$ cat config.mk
export PLATFORM = sky130hd
export DESIGN_NAME = i2s_tx_fifo
export DESIGN_NICKNAME = d
export VERILOG_FILES = /design/src/rtl/i2s_tx_fifo.sv
export SDC_FILE = /design/constraint.sdc
export NUM_CORES = 1
export LEC_CHECK = 0
export BUFFER_PORTS_ARGS = -buffer_cell sky130_fd_sc_hd__buf_2
export CAP_MARGIN = 10
export CORE_AREA = 5 5 215 217
export DETAILED_ROUTE_END_ITERATION = 6
export DIE_AREA = 0 0 220 222
export PLACE_DENSITY_LB_ADDON = 0.1
export SYNTH_ARGS = -nofsm -noshare
export SYNTH_HDL_FRONTEND = slang
export SYNTH_SLANG_ARGS = --single-unit
export TNS_END_PERCENT = 1
$ cat constraint.sdc
create_clock -name clk -period 5.1 [get_ports clk]
set_input_delay 0.51 -clock clk [delete_from_list [all_inputs] [get_ports clk]]
set_output_delay 0.51 -clock clk [all_outputs]
set_load 0.02 [all_outputs]
$ cat src/rtl/i2s_tx_fifo.sv
// i2s_tx_fifo: stereo-pair FIFO feeding an I2S master serialiser.
// Define I2S_TX_MONO_DUP_EN to repeat the left word in the mono right slot.
module i2s_tx_fifo #(
   parameter int DEPTH = 8,
   parameter int DW    = 32
) (
   input  logic                   clk,
   input  logic                   rst,
   input  logic                   sck_en,
   input  logic                   ten,
   input  logic                   wen,
   input  logic [DW-1:0]          dinL,
   input  logic [DW-1:0]          dinR,
   input  logic                   stereo,
   input  logic [1:0]             standard,
   input  logic [1:0]             word_size,
   output logic                   sd,
   output logic                   ws,
   output logic                   full,
   output logic                   empty,
   output logic [$clog2(DEPTH):0] level,
   output logic                   underrun,
   output logic                   overflow
);
   localparam int AW = $clog2(DEPTH);

   typedef enum logic {IDLE, RUN} state_t;

   state_t          state, state_nx;
   logic [2*DW-1:0] mem [DEPTH];
   logic [2*DW-1:0] head;
   logic [AW:0]     wptr, rptr, wptr_nx, rptr_nx, lvl_nx;
   logic            push, pop;
   logic [5:0]      bcnt, bcnt_nx, last;
   logic [1:0]      c_std, c_wsz, std_nx, wsz_nx;
   logic [DW-1:0]   wl, wr, wl_nx, wr_nx;
   logic [6:0]      s_nx;
   logic            lj_q, lj_nx, rj_nx;
   logic            wrap, fstart, go_idle, step;

   // Aligned bit at frame position k; Philips is the left-justified
   // stream delayed by one strobe, so only LJ and RJ are computed here.
   function automatic logic slot_bit(
      input logic [5:0]    k,
      input logic [1:0]    wsz,
      input logic          rj,
      input logic [DW-1:0] l,
      input logic [DW-1:0] r
   );
      logic [6:0]    n, s, kk, idx;
      logic [DW-1:0] w, sh;
      logic          hit;
      n  = (wsz == 2'b00) ? 7'd16 : (wsz == 2'b01) ? 7'd24 : 7'd32;
      s  = (wsz == 2'b00) ? 7'd16 : 7'd32;
      kk = {1'b0, k};
      w  = l;
      if (kk >= s) begin
         kk = kk - s;
         w  = r;
      end
      if (rj) begin
         hit = (kk >= s - n);
         idx = s - 7'd1 - kk;
      end else begin
         hit = (kk < n);
         idx = n - 7'd1 - kk;
      end
      sh = (w >> idx) & DW'(1);
      return hit && (sh != '0);
   endfunction

   always_ff @(posedge clk or negedge rst) begin
      if (!rst) state <= IDLE;
      else      state <= state_nx;
   end

   always_comb begin
      state_nx = state;
      case (state)
         IDLE:    if (fstart)  state_nx = RUN;
         RUN:     if (go_idle) state_nx = IDLE;
         default: state_nx = IDLE;
      endcase
   end

   always_comb begin
      last    = (c_wsz == 2'b00) ? 6'd31 : 6'd63;
      wrap    = (state == RUN) && sck_en && (bcnt == last);
      fstart  = ten && (((state == IDLE) && sck_en) || wrap);
      go_idle = wrap && !ten;
      step    = fstart || ((state == RUN) && sck_en);
   end

   // FIFO
   assign head    = mem[rptr[AW-1:0]];
   assign push    = wen && !full;
   assign pop     = fstart && !empty;
   assign wptr_nx = wptr + (AW+1)'(push);
   assign rptr_nx = rptr + (AW+1)'(pop);
   assign lvl_nx  = wptr_nx - rptr_nx;
   assign level   = wptr - rptr;

   always_ff @(posedge clk) begin
      if (push) mem[wptr[AW-1:0]] <= {dinL, dinR};
   end

   always_ff @(posedge clk or negedge rst) begin
      if (!rst) begin
         wptr     <= '0;
         rptr     <= '0;
         full     <= 1'b0;
         empty    <= 1'b1;
         overflow <= 1'b0;
      end else begin
         wptr     <= wptr_nx;
         rptr     <= rptr_nx;
         full     <= lvl_nx[AW];
         empty    <= (lvl_nx == '0);
         overflow <= wen && full;
      end
   end

   // Serialiser next values; config and words switch only at frame start
   always_comb begin
      std_nx  = fstart ? standard : c_std;
      wsz_nx  = fstart ? word_size : c_wsz;
      bcnt_nx = fstart ? 6'd0 : bcnt + 6'd1;
      wl_nx   = wl;
      wr_nx   = wr;
      if (fstart) begin
         wl_nx = empty ? '0 : head[2*DW-1:DW];
         if (empty)       wr_nx = '0;
         else if (stereo) wr_nx = head[DW-1:0];
`ifdef I2S_TX_MONO_DUP_EN
         else             wr_nx = head[2*DW-1:DW];
`else
         else             wr_nx = '0;
`endif
      end
      s_nx  = (wsz_nx == 2'b00) ? 7'd16 : 7'd32;
      lj_nx = slot_bit(bcnt_nx, wsz_nx, 1'b0, wl_nx, wr_nx);
      rj_nx = slot_bit(bcnt_nx, wsz_nx, 1'b1, wl_nx, wr_nx);
   end

   always_ff @(posedge clk or negedge rst) begin
      if (!rst) begin
         bcnt     <= '0;
         c_std    <= '0;
         c_wsz    <= '0;
         wl       <= '0;
         wr       <= '0;
         lj_q     <= 1'b0;
         sd       <= 1'b0;
         ws       <= 1'b1;
         underrun <= 1'b0;
      end else begin
         underrun <= fstart && empty;
         if (go_idle) begin
            bcnt <= '0;
            lj_q <= 1'b0;
            sd   <= 1'b0;
            ws   <= 1'b1;
         end else if (step) begin
            bcnt  <= bcnt_nx;
            c_std <= std_nx;
            c_wsz <= wsz_nx;
            wl    <= wl_nx;
            wr    <= wr_nx;
            lj_q  <= lj_nx;
            ws    <= ({1'b0, bcnt_nx} >= s_nx);
            unique case (1'b1)
               (std_nx == 2'b01): sd <= lj_nx;
               (std_nx == 2'b10): sd <= rj_nx;
               default:           sd <= lj_q;
            endcase
         end
      end
   end

endmodule

After elaboration in Yosys (flattened, before gate mapping)
Memory sizes are Yosys's and may differ from the RTL's. Index checks and enable logic that the tools add are counted.

Register bits: 90. Memory bits (writable): 512. Bits of input ports: 74. Output and inout port bits: 10. Memories: 1.

Memory list: mem (words 8, width 64, rd ports 1, clocked after Yosys merged registers in 0, wr ports 1, RTL line 30) `logic [2*DW-1:0] mem [DEPTH];`.

Add/sub/neg operators: 11. Order comparisons: 3. Eq/ne operators: 4. Shift operators: 2. Multiplexer cells: 28. Bitwise gates (word level): 2. Reduce and logical (&&, ||, !) cells: 21.

Operators with widths (count): $mux W32 (6); $shr A32 B7 Y1 (2); $mux W6 (7); $sub A6 B1 Y7 const B (2); $sub A6 B6 Y7 (2); $sub A7 B7 Y7 (2); $logic_and A1 B1 Y1 (11); $mux W1 (10); $add A4 B1 Y4 (2); $sub A4 B4 Y4 (2); $ge A7 B7 Y1 (1); $lt A7 B6 Y1 (1); $mux W7 (1); $add A6 B1 Y6 const B (1); $eq A6 B6 Y1 (1); $ge A6 B6 Y1 (1); $eq A2 B1 Y1 const B (2); $logic_not A2 Y1 (2); $logic_not A4 Y1 (1); $mux W2 (2); $pmux W1 S2 (2); $logic_not A1 Y1 (3); $eq A2 B2 Y1 const B (1); $logic_or A1 B1 Y1 (2); other kinds (3) (4).

Longest topological paths before layout
Depth after elaboration: 17. Depth in mapped cells: 21. Mapped depth without buffers: 17.

Least setup slack after synthesis
Ideal clock, no wire load.

Path kind: input -> register. From: input port wen. To: memory mem[0][0] (netlist name) (enable). Setup time: 565 ps. Data arrival time: 5169 ps. Path slack: -634 ps. Stages: 3. Buffers on the path: 0. Path through: nor2b_1 -> nand2_1 -> nor3_1.

Longest elaborated chain between the ends: 3.

Ends and longest elaborated chain: from (decl) (RTL line 11) `input logic wen,`; $logic_and A1 B1 Y1 (RTL line 96) `assign push = wen && !full;`; $mux W1 (RTL line 104) `if (push) mem[wptr[AW-1:0]] <= {dinL, dinR};`; $mux W1 (implied by the code) (RTL line 104); to (decl) (RTL line 30).

No other way between the ends.

Worst setup path after layout
From: register bcnt[1]. To: register sd.

Longest elaborated chain between the ends: 15. Elaborated cells on any way between the ends: 38. Those cells by class: add/sub: 7; order compare: 3; eq/ne: 4; shift: 2; mux: 13; reduce/logical: 9.

Ends and longest elaborated chain: from (decl) (RTL line 34) `logic [5:0] bcnt, bcnt_nx, last;`; from (signal assigned) (RTL line 164) `bcnt <= bcnt_nx;`; $eq A6 B6 Y1 (RTL line 88) `wrap = (state == RUN) && sck_en && (bcnt == last);`; $logic_and A1 B1 Y1 (RTL line 88); $logic_or A1 B1 Y1 (RTL line 89) `fstart = ten && (((state == IDLE) && sck_en) || wrap);`; $logic_and A1 B1 Y1 (RTL line 89); $mux W2 (RTL line 126) `wsz_nx = fstart ? word_size : c_wsz;`; $eq A2 B1 Y1 / $logic_not A2 Y1 (equally long branches) (RTL line 53, 54); $mux W6 (on tied branches) (RTL line 53, 54); $mux W6 (tied with other cells) (RTL line 53) `n = (wsz == 2'b00) ? 7'd16 : (wsz == 2'b01) ? 7'd24 : 7'd32;`; $sub A6 B1 Y7 / $mux W7 (equally long branches); $sub A7 B7 Y7 (on tied branches); $shr A32 B7 Y1 (RTL line 68) `sh = (w >> idx) & DW'(1);`; $logic_and A1 B1 Y1 (RTL line 69) `return hit && (sh != '0);`; $pmux W1 S2 (RTL line 171) `unique case (1'b1)`; $mux W1 (RTL line 163) `end else if (step) begin`; $mux W1 (RTL line 158) `if (go_idle) begin`; to (signal assigned) (RTL line 172) `(std_nx == 2'b01): sd <= lj_nx;`; to (signal assigned) (RTL line 173) `(std_nx == 2'b10): sd <= rj_nx;`; to (signal assigned) (RTL line 174) `default: sd <= lj_q;`; to (decl) (RTL line 17) `output logic sd,`.

Parallel ways exist; a longest one is shown, timed or not. The select of a mux whose other input is x is not followed. A chain may end at the register's enable or synchronous reset.

==> impl_metrics.toml <==
[global_route]
grt_overflow = 0
grt_pass1_vias = 12900
grt_pass1_wl_microns = 80000
antenna_found_initial = 5
grt_max_degree = 79
grt.total_usage_pct = 21.6

[floorplanning]
die_w_microns = 220
die_h_microns = 222
core_sq_um = 43900
num_rows = 77
die_area_sq_um = 48800
initial_core_util_pct = 55.6
ios = 84

[min_path]
min_to = "overflow"
holdPathStages = 2
min-delay-start = "wen"
hold_path_class = "in2reg"

[detailed_routing]
vias = 12800
vias_per_cell = 6.01
antenna_left = 0
drt_iter0_markers = 1122
drc = 0
post_drt_wl_per_cell_microns = 24.4
dr.pass1.iters = 7
wl_microns = 52200

[clock_tree]
clk_latency_ns = 0.62
tritoncts = "yes"
h-tree-depth = 2
cts_buffers = 59
clk_path_buf_depth = 3
clock-sinks = 602
path_clk_slew_ns = 0.07
clock-root-buffer = "clkbuf_16"

[critical_path]
crit_path_start_kind = "flip-flop"
slowest_stage = "fa_1"
reg2reg_depth = 17
crit_type = "reg2reg"
worstPathRequired_ns = 5.65
critPathMaxFanout = 9
worst_setup_path_end_kind = "flip-flop"
crit_arrival_ns = 5.27
path_buf_inv = 2
crit_family = "compound AO/OA/AOI/OAI gates"
r2r_start = "bcnt[1]"
path_common_cell = "inv_1"
rr_endpoint = "sd"
r2r_slack_ns = 0.38
worstPathCellList = "ha_2 -> nand4_1 -> a211o_1 -> a211oi_4 -> a21o_1 -> inv_1 -> fa_1 -> inv_1 -> o41ai_1 -> o41ai_2 -> xnor2_1 -> ha_1 -> maj3_1 -> a31oi_1 -> nor4_1 -> nor4bb_1 -> a2bb2oi_1"
cpPeakStageDelay_ns = 0.49

[logic_synthesis]
synthTopCellsByArea = "edfxtp_1, mux4_2, dfrtp_1, mux2i_1, o21ai_0"
syn_area_sq_um = 24400
synthArstFlopShare_pct = 15.0
ys.flop_type = "edfxtp_1"
yosysTopAreaCell = "edfxtp_1"
synth_top_area_share_pct = 62.9
avgSynthCellArea_sq_um = 17.6
ys_warn_count = 0
ys_ff_latch = 602
ys_types = 64
syn_inst = 1386
synth_edf_count = 512
ys_seq_area_share_pct = 72.2
synth_nets = 1484

[power_and_ir_drop]
peakVddDrop_mv = 0.427
p_per_area_nw_per_um2 = 505
p_leak_nw = 9.94

[cells_and_area]
area_growth_pct = 13.8
final_cell_mix = "edfxtp_1, mux4_2, mux2i_1"
final_layout_size_suffix_gt1_share_pct = 23.1
layout_commonest_cell = "edfxtp_1"
nNetsFinal = 1591
stdcell_count = 2136
diodes = 0
fin_util_pct = 63.3

[placed_design]
numPortBuffers = 83
placed_cells = 2021
dp_hpwl_microns = 30900
globalplace.congestion = 0.905

[sta]
setup_viol = 0
max_slew.worst_pin.slew_ns = 1.12
fin_skew_ns = 0.0258
slew_headroom_pct = 25.1
rsz0062_at_grt = "false"
fmax_mhz = 212
hold_ws_ns = 0.145
period_share_pct = 92.5
drv_slew = 0
hold_violations = 0
period_minus_slack_ns = 4.72

[job]
cap_violations = 0

[outcome]
status = "completed"
-- Yosys cell counts, types with 20 or more instances --
| cell type | instances |
|---|---|
| mux2i_1 | 86 |
| inv_1 | 32 |
| nor2b_1 | 24 |
| clkbuf_1 | 44 |
| dfrtp_1 | 88 |
| edfxtp_1 | 512 |
| mux4_2 | 114 |
| ha_1 | 20 |
| nor2_1 | 66 |
| o21ai_0 | 66 |
| nand2_1 | 80 |
-- state kept, by name, summed over array words and instances, names as in the netlist --
| register | flops |
|---|---|
| rptr | 4 |
| bcnt | 6 |
| full | 1 |
| c_std | 2 |
| wptr | 4 |
| wr | 32 |
| lj_q | 1 |
| sd | 1 |
| underrun | 1 |
| overflow | 1 |
| mem | 512 |
| empty | 1 |
| state | 1 |
| wl | 32 |
| c_wsz | 2 |
| ws | 1 |
-- report_power, final --
part	switching (mW)	total, mW	leakage [nW]	internal (mW)
clock network	1.80	4.51	1.01	2.71
registers	0.301	6.30	5.80	6.00
logic	1.85	3.23	3.13	1.38
total	3.95	14.0	9.94	10.1
-- routing by layer --
| layer | wire length, microns | vias up | global-route usage (%) |
|---|---|---|---|
| met2 | 25300 | 321 | 33.8 |
| met1 | 23200 | 6707 | 32.4 |
| li1 | - | 5714 | - |
| met4 | 1090 | 8 | 4.97 |
| met5 | 49 | - | 0 |
| met3 | 2540 | 86 | 3.86 |
-- area by class of cell --
class	instances	area [sq um]
fillers	3170	16100
inverters	32	120
multi-input cells	679	6470
repair buffers	119	753
flip-flops and latches	602	17600
well taps	592	741
clock inverters	20	258
clock buffers	92	1820
-- cell families after synthesis --
| logic type | Yosys count | synth area share (%) |
|---|---|---|
| buffers and inverters | 105 | 1.71 |
| XOR/XNOR | 17 | 0.609 |
| multiplexers | 202 | 14.1 |
| AND/OR/NAND/NOR | 252 | 5.00 |
| other | 1 | 0.0153 |
| flip-flops | 602 | 72.2 |
| adder cells (fa/ha/maj) | 25 | 1.39 |
| AO/OA/AOI/OAI | 182 | 4.99 |
-- worst max path at each step --
stage                        from         to  slack [ns]  depth (start not counted)
after floorplan               wen  mem[2][0]       -0.63                          3
after global placement    bcnt[1]         sd        0.38                         17
after detailed placement  bcnt[1]         sd        0.18                         17
after CTS                 bcnt[1]         sd        0.20                         17
after global routing      bcnt[1]         sd        0.05                         18
final                     bcnt[1]         sd        0.38                         17
-- what timing repair did --
| action | in CTS | in global routing |
|---|---|---|
| gates resized for setup | 0 | 1 |
| hold endpoints to repair | 12 | 0 |
| buffers inserted | 0 | 2 |
| hold buffers | 1 | 0 |
| endpoints found under the setup margin | 0 | 2 |
-- stage by stage --
stage / power [mW] / setup TNS, ns / setup WS (ns) / instance area [sq um]
3_5_place_dp: 9.65 / 0 / 0.181 / 25700
6_report: 14.0 / 0 / 0.381 / 27800
2_1_floorplan: 8.64 / -40.49 / -0.633 / 24400
3_3_place_gp: 9.57 / 0 / 0.381 / 25700
4_1_cts: 14.2 / 0 / 0.200 / 27800
5_1_grt: 14.7 / 0 / 0.0546 / 27800
Note: power is estimated with default switching activity, not from simulation.
